$ cat config.mk
export PLATFORM = sky130hd
export DESIGN_NAME = mem_stage
export DESIGN_NICKNAME = d
export VERILOG_FILES = /design/src/rtl/mem_stage_pkg.sv /design/src/rtl/mem_stage_store_align.sv /design/src/rtl/register.sv /design/src/rtl/mem_stage.sv
export SDC_FILE = /design/constraint.sdc
export NUM_CORES = 1
export LEC_CHECK = 0
export ABC_AREA = 0
export BUFFER_PORTS_ARGS = -buffer_cell sky130_fd_sc_hd__buf_2
export CAP_MARGIN = 15
export CORE_AREA = 4 4 219 221
export CTS_CLUSTER_SIZE = 28
export DETAILED_ROUTE_END_ITERATION = 8
export DIE_AREA = 0 0 223 225
export PLACE_DENSITY_LB_ADDON = 0.2
export SETUP_SLACK_MARGIN = 0.02
export SYNTH_ARGS = -nofsm -noshare
export SYNTH_HDL_FRONTEND = slang
export SYNTH_SLANG_ARGS = --single-unit
$ cat constraint.sdc
create_clock -name clk -period 2 [get_ports clk]
set_input_delay 0.4 -clock clk [delete_from_list [all_inputs] [get_ports clk]]
set_output_delay 0.4 -clock clk [all_outputs]
set_load 0.005 [all_outputs]
$ cat src/rtl/mem_stage_pkg.sv
// Shared types for the MEM stage: the pipeline control word, store widths and FSM states.
// Also the alignment rule shared by the incoming-op check and the latched store aligner.
package mem_stage_pkg;

    typedef struct packed {
        logic [3:0] alu_op;
        logic [1:0] wb_sel;
        logic       reg_write;
        logic       mem_read;
        logic       mem_write;
    } rv32i_control_word;

    typedef enum logic [2:0] {
        SB = 3'b000,
        SH = 3'b001,
        SW = 3'b010
    } store_funct3_t;

    typedef enum logic [1:0] {
        IDLE   = 2'd0,
        ACCESS = 2'd1,
        DONE   = 2'd2
    } mem_state_t;

    // funct3[1:0] gives the access size for both loads (incl. LBU/LHU) and stores.
    function automatic logic access_misaligned(input logic [2:0] funct3, input logic [1:0] addr);
        logic result;
        case (funct3[1:0])
            2'b00:   result = 1'b0;
            2'b01:   result = addr[0];
            default: result = |addr;
        endcase
        return result;
    endfunction

endpackage

$ cat src/rtl/mem_stage_store_align.sv
// Combinational store lane steering: byte enables, replicated write data and alignment flag.
module mem_stage_store_align
    import mem_stage_pkg::*;
(
    input  logic [2:0]  i_funct3,
    input  logic [1:0]  i_addr,
    input  logic [31:0] i_rs2,
    output logic [3:0]  o_wmask,
    output logic [31:0] o_wdata,
    output logic        o_misaligned
);

    store_funct3_t w_width;

    assign w_width = store_funct3_t'({1'b0, i_funct3[1:0]});

    always_comb begin
        o_wmask = 4'b1111;
        o_wdata = i_rs2;
        case (w_width)
            SB: begin
                o_wmask = 4'b0001 << i_addr;
                o_wdata = {4{i_rs2[7:0]}};
            end
            SH: begin
                o_wmask = i_addr[1] ? 4'b1100 : 4'b0011;
                o_wdata = {2{i_rs2[15:0]}};
            end
            default: ;
        endcase
    end

    assign o_misaligned = access_misaligned(i_funct3, i_addr);

endmodule

$ cat src/rtl/register.sv
// Loadable pipeline register with asynchronous active-low clear.
module register #(
    parameter int WIDTH = 32
) (
    input  logic             clk,
    input  logic             rst_n,
    input  logic             i_load,
    input  logic [WIDTH-1:0] i_d,
    output logic [WIDTH-1:0] o_q
);

    logic [WIDTH-1:0] r_q;

    always_ff @(posedge clk or negedge rst_n) begin
        if (!rst_n) begin
            r_q <= '0;
        end else if (i_load) begin
            r_q <= i_d;
        end
    end

    assign o_q = r_q;

endmodule

$ cat src/rtl/mem_stage.sv
// EX/MEM pipeline latch plus data-memory access controller; stalls the pipe until dmem responds
// and captures load data for WB.
module mem_stage
    import mem_stage_pkg::*;
#(
    parameter int unsigned TIMEOUT_CYCLES = 0
) (
    input  logic              clk,
    input  logic              rst_n,
    input  logic              i_load,
    input  logic [31:0]       i_pc,
    input  logic [31:0]       i_pc_plus4,
    input  logic [31:0]       i_alu,
    input  logic [31:0]       i_rs2,
    input  logic [31:0]       i_u_imm,
    input  logic [31:0]       i_ir,
    input  logic [4:0]        i_rd_addr,
    input  logic [4:0]        i_rs1_addr,
    input  logic [4:0]        i_rs2_addr,
    input  rv32i_control_word i_control_rom,
    input  logic              i_dmem_resp,
    input  logic [31:0]       i_dmem_rdata,
    output logic              o_dmem_read,
    output logic              o_dmem_write,
    output logic [31:0]       o_dmem_address,
    output logic [3:0]        o_dmem_wmask,
    output logic [31:0]       o_dmem_wdata,
    output logic [31:0]       o_pc,
    output logic [31:0]       o_pc_plus4,
    output logic [31:0]       o_alu,
    output logic [31:0]       o_rs2,
    output logic [31:0]       o_u_imm,
    output logic [31:0]       o_ir,
    output logic [4:0]        o_rd_addr,
    output logic [4:0]        o_rs1_addr,
    output logic [4:0]        o_rs2_addr,
    output rv32i_control_word o_control_rom,
    output logic [31:0]       o_mdr,
    output logic              o_stall_mem,
    output logic              o_misaligned,
    output logic              o_mem_timeout
);

    localparam int CW_W = $bits(rv32i_control_word);
    localparam logic [31:0] LP_LAST_WAIT = (TIMEOUT_CYCLES == 0) ? 32'd0 : 32'(TIMEOUT_CYCLES - 1);

    mem_state_t        r_state;
    mem_state_t        w_state_next;
    logic              w_adv;
    logic              w_stall;
    logic              w_req_read;
    logic              w_req_write;
    logic              w_new_mem_op;
    logic [CW_W-1:0]   w_ctrl_bits;
    rv32i_control_word w_ctrl;
    logic [3:0]        w_wmask;
    logic              w_sa_misaligned;
    logic [31:0]       r_mdr;
    logic [31:0]       r_wait_cnt;
    logic              r_timeout;
    logic              w_timeout_hit;

    // The latch only advances when this stage is not itself holding the pipe.
    register #(.WIDTH(32)) u_pc_reg       (.clk(clk), .rst_n(rst_n), .i_load(w_adv), .i_d(i_pc),       .o_q(o_pc));
    register #(.WIDTH(32)) u_pc_plus4_reg (.clk(clk), .rst_n(rst_n), .i_load(w_adv), .i_d(i_pc_plus4), .o_q(o_pc_plus4));
    register #(.WIDTH(32)) u_alu_reg      (.clk(clk), .rst_n(rst_n), .i_load(w_adv), .i_d(i_alu),      .o_q(o_alu));
    register #(.WIDTH(32)) u_rs2_reg      (.clk(clk), .rst_n(rst_n), .i_load(w_adv), .i_d(i_rs2),      .o_q(o_rs2));
    register #(.WIDTH(32)) u_u_imm_reg    (.clk(clk), .rst_n(rst_n), .i_load(w_adv), .i_d(i_u_imm),    .o_q(o_u_imm));
    register #(.WIDTH(32)) u_ir_reg       (.clk(clk), .rst_n(rst_n), .i_load(w_adv), .i_d(i_ir),       .o_q(o_ir));
    register #(.WIDTH(5))  u_rd_reg       (.clk(clk), .rst_n(rst_n), .i_load(w_adv), .i_d(i_rd_addr),  .o_q(o_rd_addr));
    register #(.WIDTH(5))  u_rs1_reg      (.clk(clk), .rst_n(rst_n), .i_load(w_adv), .i_d(i_rs1_addr), .o_q(o_rs1_addr));
    register #(.WIDTH(5))  u_rs2a_reg     (.clk(clk), .rst_n(rst_n), .i_load(w_adv), .i_d(i_rs2_addr), .o_q(o_rs2_addr));
    register #(.WIDTH(CW_W)) u_ctrl_reg   (.clk(clk), .rst_n(rst_n), .i_load(w_adv), .i_d(i_control_rom), .o_q(w_ctrl_bits));

    assign w_ctrl        = rv32i_control_word'(w_ctrl_bits);
    assign o_control_rom = w_ctrl;

    mem_stage_store_align u_store_align (
        .i_funct3     (o_ir[14:12]),
        .i_addr       (o_alu[1:0]),
        .i_rs2        (o_rs2),
        .o_wmask      (w_wmask),
        .o_wdata      (o_dmem_wdata),
        .o_misaligned (w_sa_misaligned)
    );

    assign w_new_mem_op = (i_control_rom.mem_read | i_control_rom.mem_write)
                        & ~access_misaligned(i_ir[14:12], i_alu[1:0]);

    always_ff @(posedge clk or negedge rst_n) begin
        if (!rst_n) begin
            r_state <= IDLE;
        end else begin
            r_state <= w_state_next;
        end
    end

    always_comb begin
        w_state_next = r_state;
        w_stall      = 1'b0;
        w_req_read   = 1'b0;
        w_req_write  = 1'b0;
        case (r_state)
            ACCESS: begin
                w_req_read  = w_ctrl.mem_read;
                w_req_write = w_ctrl.mem_write;
                w_stall     = ~i_dmem_resp;
                if (i_dmem_resp && !i_load) begin
                    w_state_next = DONE;
                end
            end
            default: ;
        endcase
        w_adv = i_load & ~w_stall;
        if (w_adv) begin
            w_state_next = w_new_mem_op ? ACCESS : IDLE;
        end
    end

    always_ff @(posedge clk or negedge rst_n) begin
        if (!rst_n) begin
            r_mdr <= '0;
        end else if (r_state == ACCESS && i_dmem_resp) begin
            r_mdr <= i_dmem_rdata;
        end
    end

    // Wait counter restarts with every new latch; saturates rather than wrapping.
    always_ff @(posedge clk or negedge rst_n) begin
        if (!rst_n) begin
            r_wait_cnt <= '0;
            r_timeout  <= 1'b0;
        end else begin
            if (w_adv) begin
                r_wait_cnt <= '0;
            end else if (r_state == ACCESS && !i_dmem_resp && r_wait_cnt != '1) begin
                r_wait_cnt <= r_wait_cnt + 32'd1;
            end
            if (w_timeout_hit) begin
                r_timeout <= 1'b1;
            end
        end
    end

    assign w_timeout_hit = (TIMEOUT_CYCLES != 0) && (r_state == ACCESS) && !i_dmem_resp
                         && (r_wait_cnt == LP_LAST_WAIT);

    assign o_dmem_read    = w_req_read;
    assign o_dmem_write   = w_req_write;
    assign o_dmem_address = {o_alu[31:2], 2'b00};
    assign o_dmem_wmask   = w_req_write ? w_wmask : 4'b0000;
    assign o_mdr          = (r_state == ACCESS && i_dmem_resp) ? i_dmem_rdata : r_mdr;
    assign o_stall_mem    = w_stall;
    assign o_misaligned   = (w_ctrl.mem_read | w_ctrl.mem_write) & w_sa_misaligned;
    assign o_mem_timeout  = r_timeout | w_timeout_hit;

endmodule
After elaboration in Yosys (flattened, before gate mapping)
Index checks and enable logic that the tools add are counted.

Memories kept: 0. ROM bits: 0. Latch bits: 0. Register bits after elaboration: 250. Logic and storage cells: 49. Memory bits (writable): 0.

Bitwise operators: 8. Shift operators: 1. Div/mod/pow operators: 0. Multipliers: 0. Mux-type cells: 14. Add/subtract/negate cells: 0. Order comparisons: 0. Reductions and logical operators: 11. Eq/ne operators: 3.

Operators by type and width (count): $pmux W32 S2 (1); $mux W32 (1); $mux W4 (2); $pmux W4 S2 (1); $eq A2 B1 Y1 const B (3); $mux W2 (3); $logic_not A2 Y1 (2); $mux W1 (4); $pmux W1 S2 (2); $reduce_bool A2 Y1 (2); $reduce_or A2 Y1 (2); $shl A1 B2 Y4 const A (1); $and A1 B1 Y1 (3); $logic_not A3 Y1 (1); $not A1 Y1 (3); $logic_and A1 B1 Y1 (2); $or A1 B1 Y1 (2); $reduce_and A2 Y1 (1); $logic_not A1 Y1 (1).

Depth between registers and ports, before layout
Word-level depth: 6. Depth in mapped cells: 5. Depth with buffers taken out: 3.

Cells and area by module
Synthesis repeated with hierarchy kept, for this count alone.

Cells, all modules: 641. Area total of the unflattened synthesis: 11248.3 um^2.

Modules (own cells, without submodules): register (u_alu_reg ...) (instances 6, cells an instance 68, area each 1345.0 um^2, seq. area each 800.8 um^2); mem_stage (instances 1, cells an instance 121, area each 1740.4 um^2, seq. area each 850.8 um^2); register (u_rd_reg ...) (instances 3, cells an instance 10, area each 181.4 um^2, seq. area each 125.1 um^2); mem_stage_store_align (instances 1, cells an instance 63, area each 521.8 um^2, seq. area each 0.0 um^2); register (u_ctrl_reg) (instances 1, cells an instance 19, area each 371.6 um^2, seq. area each 225.2 um^2).

Worst setup path before layout
No wires, ideal clock.

Path type: register -> output. From: register u_ir_reg.r_q[12] (netlist: u_ir_reg.o_q[12]). To: output port o_dmem_wdata[10]. Buffers on the path: 1. Data arrival time: 1.296 ns. Stages on the path, launching flop included: 4. Slack: 0.304 ns. Cells stage by stage: dfrtp_1 -> clkbuf_1 -> nor2_1 -> mux2_2.

Longest elaborated chain between the ends: 2. Elaborated cells on any way between the ends: 3. Classes of those cells: eq/ne (1); mux (1); reduce/logical (1).

RTL lines: start, declared (RTL line register.sv:12) `logic [WIDTH-1:0] r_q;`; start signal, assigned (RTL line register.sv:18) `r_q <= i_d;`; $eq A2 B1 Y1 or $logic_not A3 Y1 (tied branches) (RTL line mem_stage_store_align.sv:20) `case (w_width)`; $pmux W32 S2 (*) (RTL line mem_stage_store_align.sv:20); end, declared (RTL line mem_stage.sv:27) `output logic [31:0] o_dmem_wdata,`.

Every way passes the cells marked *; elsewhere a longest branch is shown, timed or not.

Worst setup path in the final report
From: register r_state[0]. To: output port o_mdr[27].

Longest elaborated chain between the ends: 3.

RTL lines: start, declared (RTL line mem_stage.sv:47) `mem_state_t r_state;`; start signal, assigned (RTL line mem_stage.sv:94) `r_state <= w_state_next;`; $eq A2 B1 Y1 (RTL line mem_stage.sv:152) `assign o_mdr = (r_state == ACCESS && i_dmem_resp) ? i_dmem_rdata : r_mdr;`; $logic_and A1 B1 Y1 (RTL line mem_stage.sv:152); $mux W32; end, declared (RTL line mem_stage.sv:38) `output logic [31:0] o_mdr,`.

Every way passes these cells.

==> impl_metrics.ini <==
[clock_tree]
cts_buffers = 30
clock_tree.root_cell = clkbuf_16
cts_tree = built
path_clk_slew_ns = 0.06
cts_sinks = 250
clockBufferDepth = 3
clk_latency_ns = 0.55
h-tree-depth = 1

[place]
hpwlAfterDp_um = 25200
pre_cts_ws_ns = 0.213
gp_congestion = 0.752
postPlaceCellArea_um2 = 13600
dp.cells = 1789
port-buffer-count = 569

[global_routing]
grt_max_degree = 55
first_global_vias = 7847
grt_use_total_pct = 12.1
antenna_found_initial = 4
gr-total-overflow = 0
grt_pass1_wl_um = 48000

[layout]
area_growth_pct = 50.4
final_area_um2 = 15200
fin_nets = 1482
fin_cells = 1861
fillers = 4698
drive_gt1_share_pct = 70.0
utilization_pct = 32.8

[timing]
fmax_mhz = 438
setup_tns_ns = -9.34
setup_ws_ns = -0.281
fin_crit_ns = 2.28
fin_hold_ws_ns = 0.0504
rsz0062_at_grt = true
hold_viol = 0
layout_worst_path_cycle_share_pct = 114
drv_slew = 0
setup_viol = 57
finClkSkew_ns = 0.00763

[yosys]
yosysMostFrequentCell = dfrtp_1
synth-simple-area-share_pct = 0.994
netlist_area_um2 = 10100
synthFlopType = dfrtp_1
synth_top_family_by_area = multiplexers
synth_top_area_share_pct = 62.1
synth.yosys.seq_area_share_pct = 62.1
synth_xor_area_share_pct = 0
async_reset_ff_share_pct = 100
synth_edf_count = 0
synth_fa_ha_area_share_pct = 0
ys_ff_latch = 250
synth_compound_area_share_pct = 1.14
synth_common_cells = dfrtp_1 (250), mux2_2 (190), mux2_1 (74)
yosys.area.top_type = dfrtp_1
synth.area.top_cells = dfrtp_1 (62%), mux2_2 (21%), mux2_1 (8.3%)
avgSynthCellArea_um2 = 15.7
synthCells = 643
ys_warn_count = 0
synth_mux_area_share_pct = 30.4
ys_types = 19

[die]
core_area_um2 = 46200
initial_core_util_pct = 21.8
die_area_um2 = 50200
io_pins = 573
fp.dieH_um = 225
rows = 79
fp.dieW_um = 223

[power]
p_leak_nw = 7.40
finalPower_mw = 15.2
vdd_drop_max_uv = 664
powerDensity_nw_per_um2 = 1010

[worst_setup_path]
path_class = reg -> out
critical_path_required_ns = 1.60
cp_top_family = buffers and inverters
slowest_stage = dfrtp_1
worstPathCellList = nor2b_4, nand2_4, buf_8, buf_12, mux2_2, buf_2
arrival_ns = 1.88
startpoint_type = register
crit_buf_inv = 3
startpoint = r_state[0]
cp_slowest_stage_delay_ns = 0.37
r2r-start = r_state[1]
crit_fanout = 8
crit_path_end_kind = primary output

[routing]
routedWlPerCell_um = 17.5
drt_wl_total_um = 32600
drtIter0Drc = 208
ant_nets = 0
num_vias = 7359
drc = 0
via_per_inst = 3.95
top_layer = met5
wl_met2_um = 17200
route.met3.wl_um = 2470
firstDrtPassIters = 4
wl_met1_um = 12000

[worst_hold_path]
hold_class = in -> reg
min_from = i_pc[17]

[run_status]
violations = setup timing
status = complete, but fails checks

[job]
maxCapViolCount = 0
-- flip-flops by register name (all words and copies together) (netlist names), 5 cells and up --
register / count
u_rs1_reg.o_q: 5
u_rd_reg.o_q: 5
u_pc_plus4_reg.o_q: 32
u_ir_reg.o_q: 32
u_ctrl_reg.o_q: 9
r_mdr: 32
u_rs2a_reg.o_q: 5
u_u_imm_reg.o_q: 32
u_alu_reg.o_q: 32
u_pc_reg.o_q: 32
u_rs2_reg.o_q: 32
-- path summary, 6_finish.rpt --
kind	end	slack, ns	cells past startpoint
hold / removal	u_pc_reg.o_q[17]	0.05	2
setup / recovery	o_mdr[27]	-0.28	6
hold reg to reg	u_pc_reg.o_q[27]	0.48	1
setup reg to reg	u_pc_plus4_reg.o_q[17]	0.16	6
min in group asynchronous	u_u_imm_reg.o_q[8]	0.37	2
max in group asynchronous	u_ir_reg.o_q[12]	0.90	3
-- cells by family (layout without fill, tap and decap cells) --
family / count (synthesis) / in the layout
and+or+nand+nor: 24 / 24
buffers and inverters: 75 / 681
other: 1 / 6
DFF: 250 / 250
muxes: 273 / 273
AOI/OAI and AO/OA: 20 / 20
-- cell type report --
cell class / count / area, µm² / share of cell area (%)
diodes: 3 / 7.51 / 0.0495
flip-flops and latches: 250 / 6260 / 41.3
inverters: 3 / 11.3 / 0.0743
multi-input cells: 320 / 3450 / 22.7
clock buffers: 47 / 906 / 5.98
well taps: 607 / 759 / 5.01
repair buffers: 625 / 3730 / 24.6
clock inverters: 6 / 37.5 / 0.248
-- power breakdown --
| group | switching [mW] | leakage (nW) | total [mW] | internal [mW] |
|---|---|---|---|---|
| Combinational | 1.51 | 4.01 | 3.66 | 2.15 |
| Clock | 2.11 | 0.467 | 5.19 | 3.08 |
| Sequential | 0.478 | 2.92 | 6.39 | 5.91 |
-- cells in the final DEF, fill, tap and decap left out, types with 9 or more instances in the layout --
cell type    n
buf_12      15
mux2_1      74
mux2_2     173
mux2_4      17
mux2i_1      9
nand2_1     11
dfrtp_1    248
buf_4       29
clkbuf_1     9
clkbuf_16   31
buf_6       26
buf_2      545
-- repair_timing --
item,4_1_cts,5_1_grt
resized for setup,67,28
buffers inserted,11,4
cloned,5,0
pin swaps,4,5
hold endpoints to repair,40,0
hold buffers,2,0
endpoints found under the setup margin,62,66
-- layer usage --
layer	vias to the layer above	global-route usage, %
met3	41	3.73
met5	-	0
met2	283	22.3
li1	3389	-
met4	2	3.38
met1	3644	13.6
No activity file was read; power rests on OpenSTA's default activity.
